### src/rtl/mdv_rx_pkg.sv
// Shared constants for the microdrive receive/control interface.
// Register map, STATUS/CONTROL bit positions and the control register layout.
package mdv_rx_pkg;

    localparam logic [1:0] REG_STATUS  = 2'd0;
    localparam logic [1:0] REG_DATA    = 2'd1;
    localparam logic [1:0] REG_CONTROL = 2'd2;
    localparam logic [1:0] REG_IRQ_CLR = 2'd3;

    localparam int ST_RX_FULL   = 0;
    localparam int ST_TX_EMPTY  = 1;
    localparam int ST_OVERRUN   = 2;
    localparam int ST_GAP       = 3;
    localparam int ST_GAP_PEND  = 4;
    localparam int ST_FIFO_FULL = 6;

    localparam int CT_SEL_DATA = 0;
    localparam int CT_SEL_CLK  = 1;
    localparam int CT_IRQ_EN   = 2;

    localparam int FIFO_DEPTH = 4;

    typedef struct packed {
        logic irq_en;
        logic sel_clk;
        logic sel_data;
    } ctrl_t;

endpackage

### src/rtl/mdv_rx_sync.sv
// Multi-flop synchroniser with a history flop for rising-edge detection.
// STAGES must be at least 2.
module mdv_rx_sync #(
    parameter int STAGES = 2
) (
    input  logic clk,
    input  logic reset_n,
    input  logic i_d,
    output logic o_level,
    output logic o_rise
);

    logic [STAGES-1:0] r_sync;
    logic              r_hist;

    always_ff @(posedge clk or negedge reset_n) begin
        if (!reset_n) begin
            r_sync <= '0;
            r_hist <= 1'b0;
        end else begin
            r_sync <= {r_sync[STAGES-2:0], i_d};
            r_hist <= r_sync[STAGES-1];
        end
    end

    assign o_level = r_sync[STAGES-1];
    assign o_rise  = r_sync[STAGES-1] & ~r_hist;

endmodule

### src/rtl/mdv_rx_if.sv
// CPU-side microdrive receive/control interface: status/data registers, gap irq
// and serial drive-select shift register. Define MDV_RX_FIFO_EN for a 4-entry rx FIFO.
module mdv_rx_if
    import mdv_rx_pkg::*;
#(
    parameter int NUM_DRIVES  = 8,
    parameter int SYNC_STAGES = 2
) (
    input  logic                  clk,
    input  logic                  reset_n,
    input  logic [1:0]            cpu_addr,
    input  logic                  cpu_wr,
    input  logic                  cpu_rd,
    input  logic [7:0]            cpu_din,
    output logic [7:0]            cpu_dout,
    input  logic                  mdv_gap,
    input  logic                  mdv_rx_ready,
    input  logic [7:0]            mdv_dout,
    output logic [NUM_DRIVES-1:0] mdv_sel,
    output logic                  irq
);

    logic w_gap_level, w_gap_rise, w_rx_level, w_rx_rise;
    logic w_rd_data, w_rd_stat, w_wr_ctrl, w_wr_clr;
    logic w_rx_full, w_fifo_full;
    logic [7:0] w_data;
    logic [7:0] w_dout;
    logic w_unused;

    ctrl_t                 r_ctrl;
    logic [NUM_DRIVES-1:0] r_sel;
    logic                  r_gap_pend;
    logic                  r_irq;
    logic                  r_ovr;

    mdv_rx_sync #(.STAGES(SYNC_STAGES)) u_sync_gap (
        .clk     (clk),
        .reset_n (reset_n),
        .i_d     (mdv_gap),
        .o_level (w_gap_level),
        .o_rise  (w_gap_rise)
    );

    mdv_rx_sync #(.STAGES(SYNC_STAGES)) u_sync_rx (
        .clk     (clk),
        .reset_n (reset_n),
        .i_d     (mdv_rx_ready),
        .o_level (w_rx_level),
        .o_rise  (w_rx_rise)
    );

    assign w_rd_data = cpu_rd && (cpu_addr == REG_DATA);
    assign w_rd_stat = cpu_rd && (cpu_addr == REG_STATUS);
    assign w_wr_ctrl = cpu_wr && (cpu_addr == REG_CONTROL);
    assign w_wr_clr  = cpu_wr && (cpu_addr == REG_IRQ_CLR);
    assign w_unused  = ^{cpu_din[7:3], w_rx_level};

`ifdef MDV_RX_FIFO_EN
    logic [7:0] r_mem [FIFO_DEPTH];
    logic [1:0] r_wp, r_rp;
    logic [2:0] r_cnt;
    logic       w_pop, w_push_ok;

    assign w_rx_full   = (r_cnt != 3'd0);
    assign w_fifo_full = (r_cnt == 3'(FIFO_DEPTH));
    assign w_pop       = w_rd_data && w_rx_full;
    // A full FIFO still accepts a byte when the same cycle pops one.
    assign w_push_ok   = w_rx_rise && (!w_fifo_full || w_pop);
    assign w_data      = w_rx_full ? r_mem[r_rp] : 8'h00;

    always_ff @(posedge clk or negedge reset_n) begin
        if (!reset_n) begin
            for (int i = 0; i < FIFO_DEPTH; i++) r_mem[i] <= 8'h00;
            r_wp  <= 2'd0;
            r_rp  <= 2'd0;
            r_cnt <= 3'd0;
            r_ovr <= 1'b0;
        end else begin
            if (w_push_ok) begin
                r_mem[r_wp] <= mdv_dout;
                r_wp        <= r_wp + 2'd1;
            end
            if (w_pop) r_rp <= r_rp + 2'd1;
            case ({w_push_ok, w_pop})
                2'b10:   r_cnt <= r_cnt + 3'd1;
                2'b01:   r_cnt <= r_cnt - 3'd1;
                default: r_cnt <= r_cnt;
            endcase
            if (w_rx_rise && w_fifo_full && !w_pop) r_ovr <= 1'b1;
            else if (w_rd_stat)                     r_ovr <= 1'b0;
        end
    end
`else
    logic [7:0] r_latch;
    logic       r_full;

    assign w_rx_full   = r_full;
    assign w_fifo_full = 1'b0;
    assign w_data      = r_latch;

    always_ff @(posedge clk or negedge reset_n) begin
        if (!reset_n) begin
            r_latch <= 8'h00;
            r_full  <= 1'b0;
            r_ovr   <= 1'b0;
        end else begin
            if (w_rx_rise) begin
                r_latch <= mdv_dout;
                r_full  <= 1'b1;
            end else if (w_rd_data) begin
                r_full  <= 1'b0;
            end
            // A DATA read in the same cycle consumes the old byte, so no overrun.
            if (w_rx_rise && r_full && !w_rd_data) r_ovr <= 1'b1;
            else if (w_rd_stat)                    r_ovr <= 1'b0;
        end
    end
`endif

    always_ff @(posedge clk or negedge reset_n) begin
        if (!reset_n) begin
            r_ctrl     <= '0;
            r_sel      <= '0;
            r_gap_pend <= 1'b0;
            r_irq      <= 1'b0;
        end else begin
            if (w_wr_ctrl) begin
                r_ctrl <= cpu_din[2:0];
                if (!r_ctrl.sel_clk && cpu_din[CT_SEL_CLK])
                    r_sel <= {r_sel[NUM_DRIVES-2:0], cpu_din[CT_SEL_DATA]};
            end
            if (w_gap_rise)                  r_gap_pend <= 1'b1;
            else if (w_wr_clr && cpu_din[0]) r_gap_pend <= 1'b0;
            r_irq <= r_gap_pend & r_ctrl.irq_en;
        end
    end

    always_comb begin
        w_dout = 8'h00;
        case (cpu_addr)
            REG_STATUS: begin
                w_dout[ST_RX_FULL]   = w_rx_full;
                w_dout[ST_TX_EMPTY]  = 1'b0;
                w_dout[ST_OVERRUN]   = r_ovr;
                w_dout[ST_GAP]       = w_gap_level;
                w_dout[ST_GAP_PEND]  = r_gap_pend;
                w_dout[ST_FIFO_FULL] = w_fifo_full;
            end
            REG_DATA:    w_dout = w_data;
            REG_CONTROL: w_dout[2:0] = r_ctrl;
            default:     w_dout = 8'h00;
        endcase
    end

    assign cpu_dout = w_dout;
    assign mdv_sel  = r_sel;
    assign irq      = r_irq;

endmodule

### config.mk
export PLATFORM = sky130hd
export DESIGN_NAME = mdv_rx_if
export DESIGN_NICKNAME = d
export VERILOG_FILES = /design/src/rtl/mdv_rx_pkg.sv /design/src/rtl/mdv_rx_sync.sv /design/src/rtl/mdv_rx_if.sv
export SDC_FILE = /design/constraint.sdc
export NUM_CORES = 1
export LEC_CHECK = 0
export BUFFER_PORTS_ARGS = -buffer_cell sky130_fd_sc_hd__clkbuf_2
export CAP_MARGIN = 20
export CORE_ASPECT_RATIO = 1.25
export CORE_UTILIZATION = 48
export CTS_CLUSTER_SIZE = 14
export DETAILED_ROUTE_END_ITERATION = 16
export MAX_ROUTING_LAYER = met4
export PLACE_DENSITY = 0.77
export SYNTH_ARGS = -nofsm -noshare
export SYNTH_HDL_FRONTEND = slang
export SYNTH_HIERARCHICAL = 1
export SYNTH_SLANG_ARGS = --single-unit
### constraint.sdc
create_clock -name clk -period 1.79 [get_ports clk]
set_input_delay 0.179 -clock clk [delete_from_list [all_inputs] [get_ports clk]]
set_output_delay 0.179 -clock clk [all_outputs]
set_load 0.1 [all_outputs]
# After elaboration in Yosys (flattened, before gate mapping)
# Cells that the tools add are included.
[word_totals] input_bits=24 word_cells=47 output_inout_bits=17 register_bits=29
[op_classes] eq_ne=3 bitwise_logic=5 reduce_logical=15 n_mux=11
[ops] operator="1-bit two-way mux" n=9
[ops] operator="3-bit case mux with 3 select lines" n=1
[ops] operator="1-bit logical AND" n=8
[ops] operator="2-bit nonzero test" n=3
[ops] operator="2-bit equality test (second input constant)" n=2
[ops] operator="2-bit case mux with 2 select lines" n=1
[ops] operator="1-bit AND" n=3
[ops] operator="2-bit by 1-bit equality test with 1-bit output (second input constant)" n=1
[ops] operator="1-bit logical NOT" n=2
[ops] operator="2-bit logical NOT" n=1
[ops] operator="1-bit inverter" n=2
[ops] operator="2-bit AND reduction" n=1

# Depth between registers and ports, before layout
# Gate-level depths: netlist of run 1.
[logic_depth] depth_word=5 ltp_mapped=4 mapped_depth_nobuf=3

# Modules after synthesis
# Netlist of run 1, hierarchy kept.
[modules_own_cells] module="mdv_rx_if" cells_each=74 seq_area_each_um2=575.6 instances=1 area_each_um2=1013.5
[modules_own_cells] module="mdv_rx_sync" cells_each=4 seq_area_each_um2=75.1 instances=2 area_each_um2=88.8

# Worst setup path after synthesis of run 1
# OpenSTA, ideal clock, no wires.
[synth_timing] kind="input -> output" start="input port cpu_addr[1]" end="output port cpu_dout[0]" t_required_ns=1.611 setup_slack_ns=-0.943 t_arrival_ns=2.554 cell_stages=3 path_buffers=1 cell_sequence="buf_4 -> mux2i_1 -> o21ai_0"
[synth_via] elab_chain_cells=2 elab_cells_between_ends=4 classes_between="eq/ne: 2; mux: 1; reduce/logical: 1"
[synth_rtl] item="start, declared" line_no="mdv_rx_if.sv:11" text="input logic [1:0] cpu_addr,"
[synth_rtl] item="2-bit equality test, or another cell as far along" line_no="mdv_rx_if.sv:140" text="case (cpu_addr)"
[synth_rtl] item="3-bit case mux with 3 select lines *" line_no="mdv_rx_if.sv:140"
[synth_rtl] item="end, declared" line_no="mdv_rx_if.sv:15" text="output logic [7:0] cpu_dout,"
# Every way passes the cells marked *; elsewhere a longest branch is shown, timed or not.

# Final worst setup path of run 1
[layout_timing] start="register u_sync_gap.r_sync[1]" end="output port cpu_dout[3]"
[layout_via] elab_chain_cells=1
[layout_rtl] item="start, declared" line_no="mdv_rx_sync.sv:13" text="logic [STAGES-1:0] r_sync;"
[layout_rtl] item="start signal, assigned" line_no="mdv_rx_sync.sv:21" text="r_sync <= {r_sync[STAGES-2:0], i_d};"
[layout_rtl] item="2-bit case mux with 2 select lines" line_no="mdv_rx_if.sv:140"
# No other way between the ends.

==> impl_results.md, run 1 <==
- Count of nets left with antenna violations after detail routing: 0
- Cell Count, Final, Fillers Out: about 160
- Net Count, Synth: 106
- Fmax achieved: about 660 MHz
- Layout cells sized above 1: between 50% and 60%
- Endpoint type of the worst setup path: output port
- Worst slew margin: 53.9%
- Hold violation count in the final report: 0
- Residual DRC count: 0
- Series of cell instances along the critical path: mux2i_1 -> nor2_2 -> clkbuf_2
- Number of core rows: 19
- Post-synth design cell area: between 1000 and 1500 um2
- Gp weighted congestion: 0.775
- Fin nets: roughly 150
- Maximum fanout along the worst path: 3
- Dominant cell by count in the synthesized netlist: dfrtp_1
- Total gr overflow: 0
- Port Buf Inserts: 35
- Vias: around 790
- Peak per-stage delay on the critical path: between 0.4 and 0.5 ns
- Biggest area contributors in the synthesized netlist: dfrtp_1 (61%), mux2_2 (18%), mux2i_1 (3.4%)
- Post-synth EDFFs: 0
- Number of max-capacitance violations reported: 0
- Number of max-slew violations in the final report: 0
- Worst min-delay path class: in -> reg
- Iteration-0 DRC count of the detailed router: 10
- Via/cell ratio: between 5 and 6
- Pre-CTS setup slack: 0.207 ns
- Growth of design area from synthesis to finish: 33.4%
- Total negative setup slack: 0 ns
- Number of global-route vias before repair: 788
- Largest net degree at the start of global routing: 30
- Post-route minimum period: between 1.5 and 2 ns
- Routed Wire Length: 2050 um
- CTS sink count: 29
- Internal portion of total power: 1.16 mW
- Register bit count reported by yosys: 29
- Sequential share of power: between 40% and 50%
- Post-route cell area: ~1600 um2
- Clk pwr share: 22.8%
- Wire length of the first global-routing pass: 3550 um
- Antenna violations before repair: 0
- Syn_area_per_cell: roughly 15 um2
- PnR worst setup slack: ~0.27 ns
- Start-to-end type of the worst setup path: reg -> out
- Slew at the pin closest to its max-slew limit: ~0.7 ns
- Detail-routed net length per standard cell: between 10 and 15 um
- Chip height: roughly 58 um
- Skew final: between 0.003 and 0.004 ns
- Number of detailed-routing iterations run before antenna repair: 3
- Total chip power: between 1.5 and 2 mW
- Setup-failing EPs final: 0
- CTS max path bufs: 2
- Overall fraction of global-route tracks in use: around 20%
- Critical path arrival: around 1.3 ns
- Antenna Diode Count: 0
- Placed cells: approximately 150
- Number of buffers inserted during clock tree synthesis: 5
- Die Outline Area: 2690 um2
- Clock insertion delay at the later pin of the skew report: between 0.3 and 0.4 ns
- Setup repair after global routing missed its margin: no
- CTS clk-pin slew, worst paths: ~0.090 ns
- # IOs: between 40 and 50
- Maximum ir drop on the vdd rail: between 1.5 and 2 mV
- Portion of the post-synthesis area used by sequential elements: about three fifths
- LEAKAGE: 0.778 nW
- Placeable Area: between 2000 and 2500 um2
- DP Wirelength: approximately 1500 um
- Required time at the endpoint of the critical path: roughly 1.6 ns
- Synth cell count leaders: dfrtp_1 (29), mux2_2 (19), nand2_1 (6)
- Status: completed
- Post-synth top area share: between 60% and 70%
- Instance area at placement: 1490 um2
- Worst Setup Start Kind: flop
- Power per cell area: around 1200 nW/um2
- Number of instances in the synthesized netlist: between 80 and 90
- Final critical-path share of the clock period: a little over four fifths
- Hold WS: 0.0729 ns
- Combinational group share of total power: 36.1%
- Share of synthesized flip-flops with an asynchronous set or reset: 100%
- Effective utilization at floorplan: between 50% and 60%
- Slowest stage cell, crit path: clkbuf_2
- Utilization after layout: between 60% and 70%
- Synthesis warning total: 6
- Psw: 0.804 mW
- Yosys top cell by area: dfrtp_1
- Sw Ratio: around two fifths
- H-tree depth: 2
- Yosys cell types: 20
- Clock Root Buffer: clkbuf_4
- Primary FF master, synth: dfrtp_1
- Post-cts repair resize count: 0
- TritonCTS clock tree: done
- Die width: approximately 47 um
## metal layers
layer	global-route usage [%]	vias up	routed length [um]
li1	-	368	-
met4	8.82	0	46
met5	-	-	0
met1	25.1	392	848
met2	28.6	26	1040
met3	7.48	5	114
## area by class of cell
cell class              instances  area, um2
repair buffers                 38        295
flip-flops and latches         29        726
well taps                      31       38.8
clock buffers                   7       65.1
inverters                       1       3.75
clock inverters                 1       5.00
multi-input cells              49        455
fillers                       187        693
## path summary, 6_finish.rpt
path,end,startpoint,slack (ns),cells after the start
worst max-delay path,cpu_dout[3],u_sync_gap/r_sync[1]$_DFF_PN0_,0.27,3
worst max register to register,mdv_sel[1]$_DFFE_PN0P_,r_ctrl[1]$_DFFE_PN0P_,0.47,2
worst min-delay path,r_ovr$_DFFE_PN0P_,cpu_rd,0.07,2
max in group asynchronous,r_full$_DFFE_PN0P_,reset_n,0.93,2
worst min register to register,u_sync_rx/r_sync[1]$_DFF_PN0_,u_sync_rx/r_sync[0]$_DFF_PN0_,0.36,0
min in group asynchronous,mdv_sel[0]$_DFFE_PN0P_,reset_n,0.42,2
## cell usage in the layout (no fill, tap or decap), types with 2 or more instances in the layout
cell type       n
dlygate4sd3_1   3
buf_12          6
clkbuf_8        2
dfrtp_1        29
nor2_2          2
a21o_1          2
nor2b_4         2
o21ai_2         3
clkbuf_4        5
mux2i_1         4
clkbuf_2       29
and2_1          4
nand2_1         6
mux2_2         19
## flip-flops by register name (all words and copies together), names as in the netlist
register and cells:
u_sync_rx/r_sync 2, r_full 1, u_sync_rx/r_hist 1, u_sync_gap/r_sync 2, r_gap_pend 1, r_ctrl 3, mdv_sel 8, u_sync_gap/r_hist 1
irq 1, r_ovr 1, r_latch 8
## what timing repair did
item	4_1_cts	5_1_grt
hold buffers	3	0
buffers inserted	0	0
hold endpoints to repair	31	0
## power groups by stage
stage,combinational [mW],clock [mW],sequential (mW)
after floorplan,0.277,0,1.08
after global placement,0.699,0,0.814
after detailed placement,0.709,0,0.823
after CTS,0.715,0.462,0.810
after global routing,0.738,0.492,0.823
final,0.709,0.448,0.809
## cells by family (layout without fill, tap and decap cells)
family / after synthesis / in the layout / share of synthesized area (%)
compound gates: 7 / 7 / 3.68
buf+inv: 4 / 47 / 2.21
flops: 29 / 29 / 60.9
mux: 23 / 23 / 21.3
simple gates: 19 / 19 / 11.9
## critical path, delay by kind of cell (launching register included)
family	cells	cell delay [ns]
buffers and inverters	1	0.46
DFF	1	0.38
muxes	1	0.09
and+or+nand+nor	1	0.08
Note: power is estimated with default switching activity, not from simulation.
==> run 2, diff against run 1 <==
Clock period 1.79 ns to 1.4 ns, I/O delays scaled along.
==> run 2 against run 1 <==
  * Clock-buffer cell count unchanged
  * First-iteration DRC count unchanged
  * Global-route usage shrank 0.35 points
  * Routed wire length up 1.9%
  * Combinational power up 34%
  * Critical path depth down 1
  * Critical endpoint is now mdv_sel[7]$_DFFE_PN0P_
  * Worst setup slack got worse by 0.19 ns
  * Clock skew up 0.0019 ns
  * Cell count grew 3.2%
  * Non-clock buffer count grew 5
  * Sequential cell count unchanged
==> impl_results.md, run 2 (synthesis results as in run 1) <==
- Iteration-0 DRC count of the detailed router: 10
- Hold WS: between 0.05 and 0.06 ns
- Fmax achieved: 757 MHz
- Vias: slightly below 800
- H-tree depth: 2
- Number of max-capacitance violations reported: 0
- Worst min-delay path class: in -> reg
- CTS sink count: 29
- Detail-routed net length per standard cell: roughly 13 um
- Most frequent cells in the layout: dfrtp_1 (29), clkbuf_2 (27), mux2_2 (19), buf_12 (8), nand2_1 (6)
- Residual DRC count: 0
- Reg-to-reg slack, setup: roughly 0.078 ns
- Peak per-stage delay on the critical path: around 0.43 ns
- Layout cells sized above 1: roughly three fifths
- Total negative setup slack: 0 ns
- Skew final: about 0.005 ns
- Clock Root Buffer: clkbuf_4
- Highest routed metal layer: met4
- CTS max path bufs: 2
- Effective utilization at floorplan: 52.2%
- Die width: around 47 um
- Count of nets left with antenna violations after detail routing: 0
- Most frequent standard cell in the layout excluding fill and tap cells: dfrtp_1
- Worst slew margin: between 50% and 60%
- Filler Cell Count: between 150 and 200
- Routed Wire Length: approximately 2100 um
- Utilization after layout: 72.8%
- Slew at the pin closest to its max-slew limit: roughly 0.69 ns
- Routed wl met2: approximately 1100 um
- CTS clk-pin slew, worst paths: around 0.09 ns
- Overall fraction of global-route tracks in use: between 10% and 20%
- Critical path arrival: between 1.5 and 2 ns
- Die Outline Area: between 2000 and 3000 um2
- Antenna Diode Count: 0
- Largest net degree at the start of global routing: 30
- Post-route minimum period: 1.32 ns
- Chip height: ~58 um
- Final critical-path share of the clock period: about 94%
- Slowest stage cell, crit path: dfrtp_1
- # IOs: roughly 40
- Post-route cell area: 1660 um2
- Setup-failing EPs final: 0
- Instance area at placement: approximately 1500 um2
- Total gr overflow: 0
- Power per cell area: ~1500 nW/um2
- Gp weighted congestion: around 0.79
- Antenna violations before repair: 0
- Crit path max-delay family: flip-flops
- Placeable Area: about 2300 um2
- DP Wirelength: approximately 1500 um
- Required time at the endpoint of the critical path: about 1.6 ns
- Critical path buffer and inverter count: 0
- Port Buf Inserts: 35
- Endpoint type of the worst setup path: flop
- Post-cts repair resize count: 0
- Number of core rows: 19
- Via/cell ratio: 4.94
- Total chip power: about 2.5 mW
- Number of global-route vias before repair: roughly 800
- Setup repair after global routing missed its margin: yes
- Clock insertion delay at the later pin of the skew report: roughly 0.31 ns
- Status: completed
- Growth of design area from synthesis to finish: 39.4%
- Start-to-end type of the worst setup path: reg -> reg
- Worst Setup Start Kind: flop
- Hold violation count in the final report: 0
- Wire length of the first global-routing pass: 3450 um
- Met3 wire length: roughly 110 um
- Post-Route M1 WL: about 860 um
- Number of detailed-routing iterations run before antenna repair: 4
- Maximum ir drop on the vdd rail: about 1.2 mV
- Maximum fanout along the worst path: 8
- TritonCTS clock tree: done
- Series of cell instances along the critical path: nor3b_4 -> mux2_2
- Number of max-slew violations in the final report: 0
- LEAKAGE: around 0.81 nW
- Fin nets: about 150
- Number of buffers inserted during clock tree synthesis: 5
run 2: cell type report:
class / instances / area (um2) / area share (%)
Sequential cell: 29 / 726 / 43.7
Tap cell: 31 / 38.8 / 2.34
Timing Repair Buffer: 43 / 363 / 21.9
Multi-Input combinational cell: 49 / 459 / 27.7
Clock inverter: 1 / 5.00 / 0.301
Inverter: 1 / 3.75 / 0.226
Clock buffer: 7 / 65.1 / 3.92
run 2: path summary, 6_finish.rpt:
path | from | end | cells after the start
setup reg to reg | r_ctrl[1]$_DFFE_PN0P_ | mdv_sel[7]$_DFFE_PN0P_ | 2
min in group asynchronous | reset_n | r_ovr$_DFFE_PN0P_ | 2
hold reg to reg | u_sync_rx/r_sync[0]$_DFF_PN0_ | u_sync_rx/r_sync[1]$_DFF_PN0_ | 0
hold / removal | cpu_din[2] | r_ctrl[2]$_DFFE_PN0P_ | 2
max in group asynchronous | reset_n | r_latch[1]$_DFFE_PN0P_ | 2
setup / recovery | r_ctrl[1]$_DFFE_PN0P_ | mdv_sel[7]$_DFFE_PN0P_ | 2
run 2: stage by stage:
step / instances / worst slack [ns]
6_report: 161 / 0.0783
5_1_grt: 161 / -0.00874
4_1_cts: 159 / 0.0420
3_5_place_dp: 148 / 0.0356
3_3_place_gp: 148 / 0.0642
2_1_floorplan: 82 / -0.00684
run 2: per-layer routing:
metal	up-vias	global-route usage (%)
met2	25	29.6
li1	379	-
met4	0	8.40
met1	389	21.6
met5	-	-
met3	2	9.66
run 2: where the power goes:
part           leakage, nW  switching, mW  internal [mW]
Clock               0.0413          0.272          0.291
Sequential           0.351         0.0733          0.956
Combinational        0.420          0.675          0.275
run 2: what timing repair did:
action,CTS,global route
hold buffers,3,0
buffers inserted,0,2
endpoints found under the hold margin,31,0
endpoints found under the setup margin,0,3
run 2: worst register-to-register path, delay by kind of cell (launching register included):
| kind | cells | cell delay [ns] |
|---|---|---|
| flops | 1 | 0.43 |
| mux | 1 | 0.39 |
| simple gates | 1 | 0.40 |
==> run 3, diff against run 2 <==
Settings changed: ABC_AREA from default to 1, SYNTH_HIERARCHICAL 1 to default.
==> run 3 against run 2 <==
  * Sequential share of layout area about the same
  * Clock-buffer cell count did not move
  * Largest cell class unchanged
  * Clock power decreased by 12%
  * Critical path type is now reg -> out
==> impl_results.md, run 3 <==
- Largest net degree at the start of global routing: 30
- Total chip power: 2.84 mW
- DP Wirelength: ~1700 um
- Share of synthesized flip-flops with an asynchronous set or reset: 100%
- Portion of the post-synthesis area used by sequential elements: about three fifths
- Count of nets left with antenna violations after detail routing: 0
- Placed cells: 208
- CTS clk-pin slew, worst paths: approximately 0.080 ns
- LEAKAGE: approximately 0.89 nW
- Start-to-end type of the worst setup path: reg -> out
- Worst Reg2Reg Path Length in Cells: 5
- Fin nets: between 200 and 250
- Slowest stage cell, crit path: clkbuf_2
- Proportion of synthesized area in mux cells: 0%
- Chip height: a little under 60 um
- Terminus of the critical flop-to-flop path: mdv_sel[1]$_DFFE_PN0P_
- Setup repair after global routing missed its margin: no
- Setup-failing EPs final: 0
- Overall fraction of global-route tracks in use: roughly a fifth
- Number of instances in the synthesized netlist: 141
- Maximum fanout along the worst path: 3
- Utilization after layout: just under 70%
- Final critical-path share of the clock period: ~94%
- Number of global-route vias before repair: a little over 900
- Crit path max-delay family: buffers and inverters
- Worst min-delay path class: in -> reg
- Setup bufs post-CTS: 0
- Effective utilization at floorplan: approximately half
- Timing startpoint of the critical path: mdv_sel[0]$_DFFE_PN0P_
- Number of core rows: 20
- Fmax achieved: roughly 760 MHz
- Series of cell instances along the critical path: clkbuf_2
- Required time at the endpoint of the critical path: 1.26 ns
- Number of max-capacitance violations reported: 0
- CTS sink count: 29
- Clock insertion delay at the later pin of the skew report: roughly 0.31 ns
- CTS max path bufs: 2
- Critical path arrival: between 1 and 1.5 ns
- Dominant cell by count in the synthesized netlist: nand2_1
- Detail-routed net length per standard cell: between 10 and 15 um
- Vias: roughly 1000
- Worst slew margin: around 54%
- Status: completed
- Reg-to-reg slack, setup: between 0.2 and 0.25 ns
- Compound-cell area share of the yosys netlist: about 7.8%
- Antenna Diode Count: 0
- Number of buffers inserted during clock tree synthesis: 5
- Number of detailed-routing iterations run before antenna repair: 4
- Primary FF master, synth: dfrtp_1
- Post-route minimum period: between 1 and 1.5 ns
- Biggest area contributors in the synthesized netlist: dfrtp_1 (59%), nand2_1 (19%), inv_1 (6.1%)
- Net Count, Synth: about 170
- Main combinational cell family by area after synthesis: simple AND/OR/NAND/NOR gates
- Most frequent cells in the layout: nand2_1 (61), dfrtp_1 (29), clkbuf_2 (27), inv_1 (20)
- Die width: roughly 47 um
- Wire length of the first global-routing pass: approximately 3700 um
- Hold violation count in the final report: 0
- Post-synthesis share of cell area spent on and, or, nand and nor gates: ~25%
- # IOs: a little over 40
- Iteration-0 DRC count of the detailed router: 20
- Endpoint type of the worst setup path: output port
- Placeable Area: around 2400 um2
- Storage cell area: slightly above 700 um2
- Most frequent standard cell in the layout excluding fill and tap cells: nand2_1
- Syn_area_per_cell: just under 9 um2
- Synthesis warning total: 0
- Cell Count, Final, Fillers Out: roughly 220
- Critical path buffer and inverter count: 1
- Post-synth top area share: about three fifths
- Clock Root Buffer: clkbuf_4
- Post-synthesis share of cell area spent on full adders, half adders and majority gates: 0%
- Residual DRC count: 0
- Layout cells sized above 1: 27.6%
- Post-synth EDFFs: 0
- Reg2Reg Launch Point: r_ctrl[1]$_DFFE_PN0P_
- Antenna violations before repair: 0
- Peak per-stage delay on the critical path: 0.47 ns
- Setup crit end: mdv_sel[0]
- Growth of design area from synthesis to finish: 35.4%
- Yosys top cell by area: dfrtp_1
- Routed Wire Length: 2250 um
- Die Outline Area: 2760 um2
- Slew at the pin closest to its max-slew limit: about 0.7 ns
- Port Buf Inserts: 35
- Area of the multi-input gates: roughly 430 um2
- Via/cell ratio: between 4 and 5
- Number of max-slew violations in the final report: 0
- TritonCTS clock tree: done
- Register bit count reported by yosys: 29
- Skew final: 0.00105 ns
- Synth cell count leaders: nand2_1 (61), dfrtp_1 (29), inv_1 (20)
- Total gr overflow: 0
- Post-Synth XOR/XNOR Area: 0%
- Gp weighted congestion: between 0.7 and 0.8
- Total negative setup slack: 0 ns
- Power per cell area: ~1700 nW/um2
- Filler Cell Count: roughly 210
- Critical path depth in cells: 1
- Post-synth design cell area: about 1200 um2
- Maximum ir drop on the vdd rail: ~1.4 mV
- Yosys cell types: 11
- Worst Setup Start Kind: flop
- H-tree depth: 2
==> run 3: logic make-up after synthesis <==
group           count (synthesis)
simple gates                   75
flops                          29
buf+inv                        22
compound gates                 15
==> run 3: stage by stage <==
stage | instance area, um2 | hold slack [ns] | setup WS, ns
after CTS | 1660 | 0.00848 | 0.0676
after global routing | 1660 | 0.0111 | 0.0410
final | 1660 | 0.0207 | 0.0901
after detailed placement | 1570 | 0.220 | -0.0294
after floorplan | 1250 | -0.156 | -0.174
after global placement | 1570 | 0.207 | 0.0544
==> run 3: what timing repair did <==
action                                  4_1_cts  5_1_grt
endpoints found under the hold margin        31        0
endpoints found under the setup margin        3        0
resized for setup                             1        0
hold buffers                                  3        0
==> run 3: worst min-delay path, delay by kind of cell <==
family / cells / cell delay [ns]
simple gates: 2 / 0.09
buf+inv: 1 / 0.07
==> run 3: routing by layer <==
metal | vias up | GRT usage (%) | share of wire (%)
met3 | 5 | 7.36 | 4.0
met1 | 457 | 21.2 | 42
met4 | 0 | 8.57 | 1.7
met2 | 22 | 33.1 | 52
li1 | 515 | - | -
met5 | - | - | 0
==> run 3: worst min path at each step <==
stage                                   to        start  cells past startpoint
global placement    mdv_sel[3]$_DFFE_PN0P_      reset_n                      1
global route        r_latch[4]$_DFFE_PN0P_  mdv_dout[4]                      3
floorplan                    irq$_DFF_PN0_      reset_n                      0
finish              r_latch[4]$_DFFE_PN0P_  mdv_dout[4]                      3
CTS                 r_latch[4]$_DFFE_PN0P_  mdv_dout[4]                      3
detailed placement  mdv_sel[1]$_DFFE_PN0P_      reset_n                      1
==> run 3: final cells by class <==
class / instances / share of cell area (%)
flip-flops and latches: 29 / 43.7
multi-input cells: 90 / 25.9
repair buffers: 39 / 20.1
inverters: 20 / 4.52
clock buffers: 7 / 3.32
well taps: 33 / 2.49
==> run 3: power breakdown <==
| part | total [mW] | switching, mW | internal, mW |
|---|---|---|---|
| Sequential | 1.07 | 0.0892 | 0.984 |
| Combinational | 1.28 | 1.01 | 0.267 |
| Clock | 0.493 | 0.257 | 0.237 |
| Total | 2.84 | 1.36 | 1.49 |
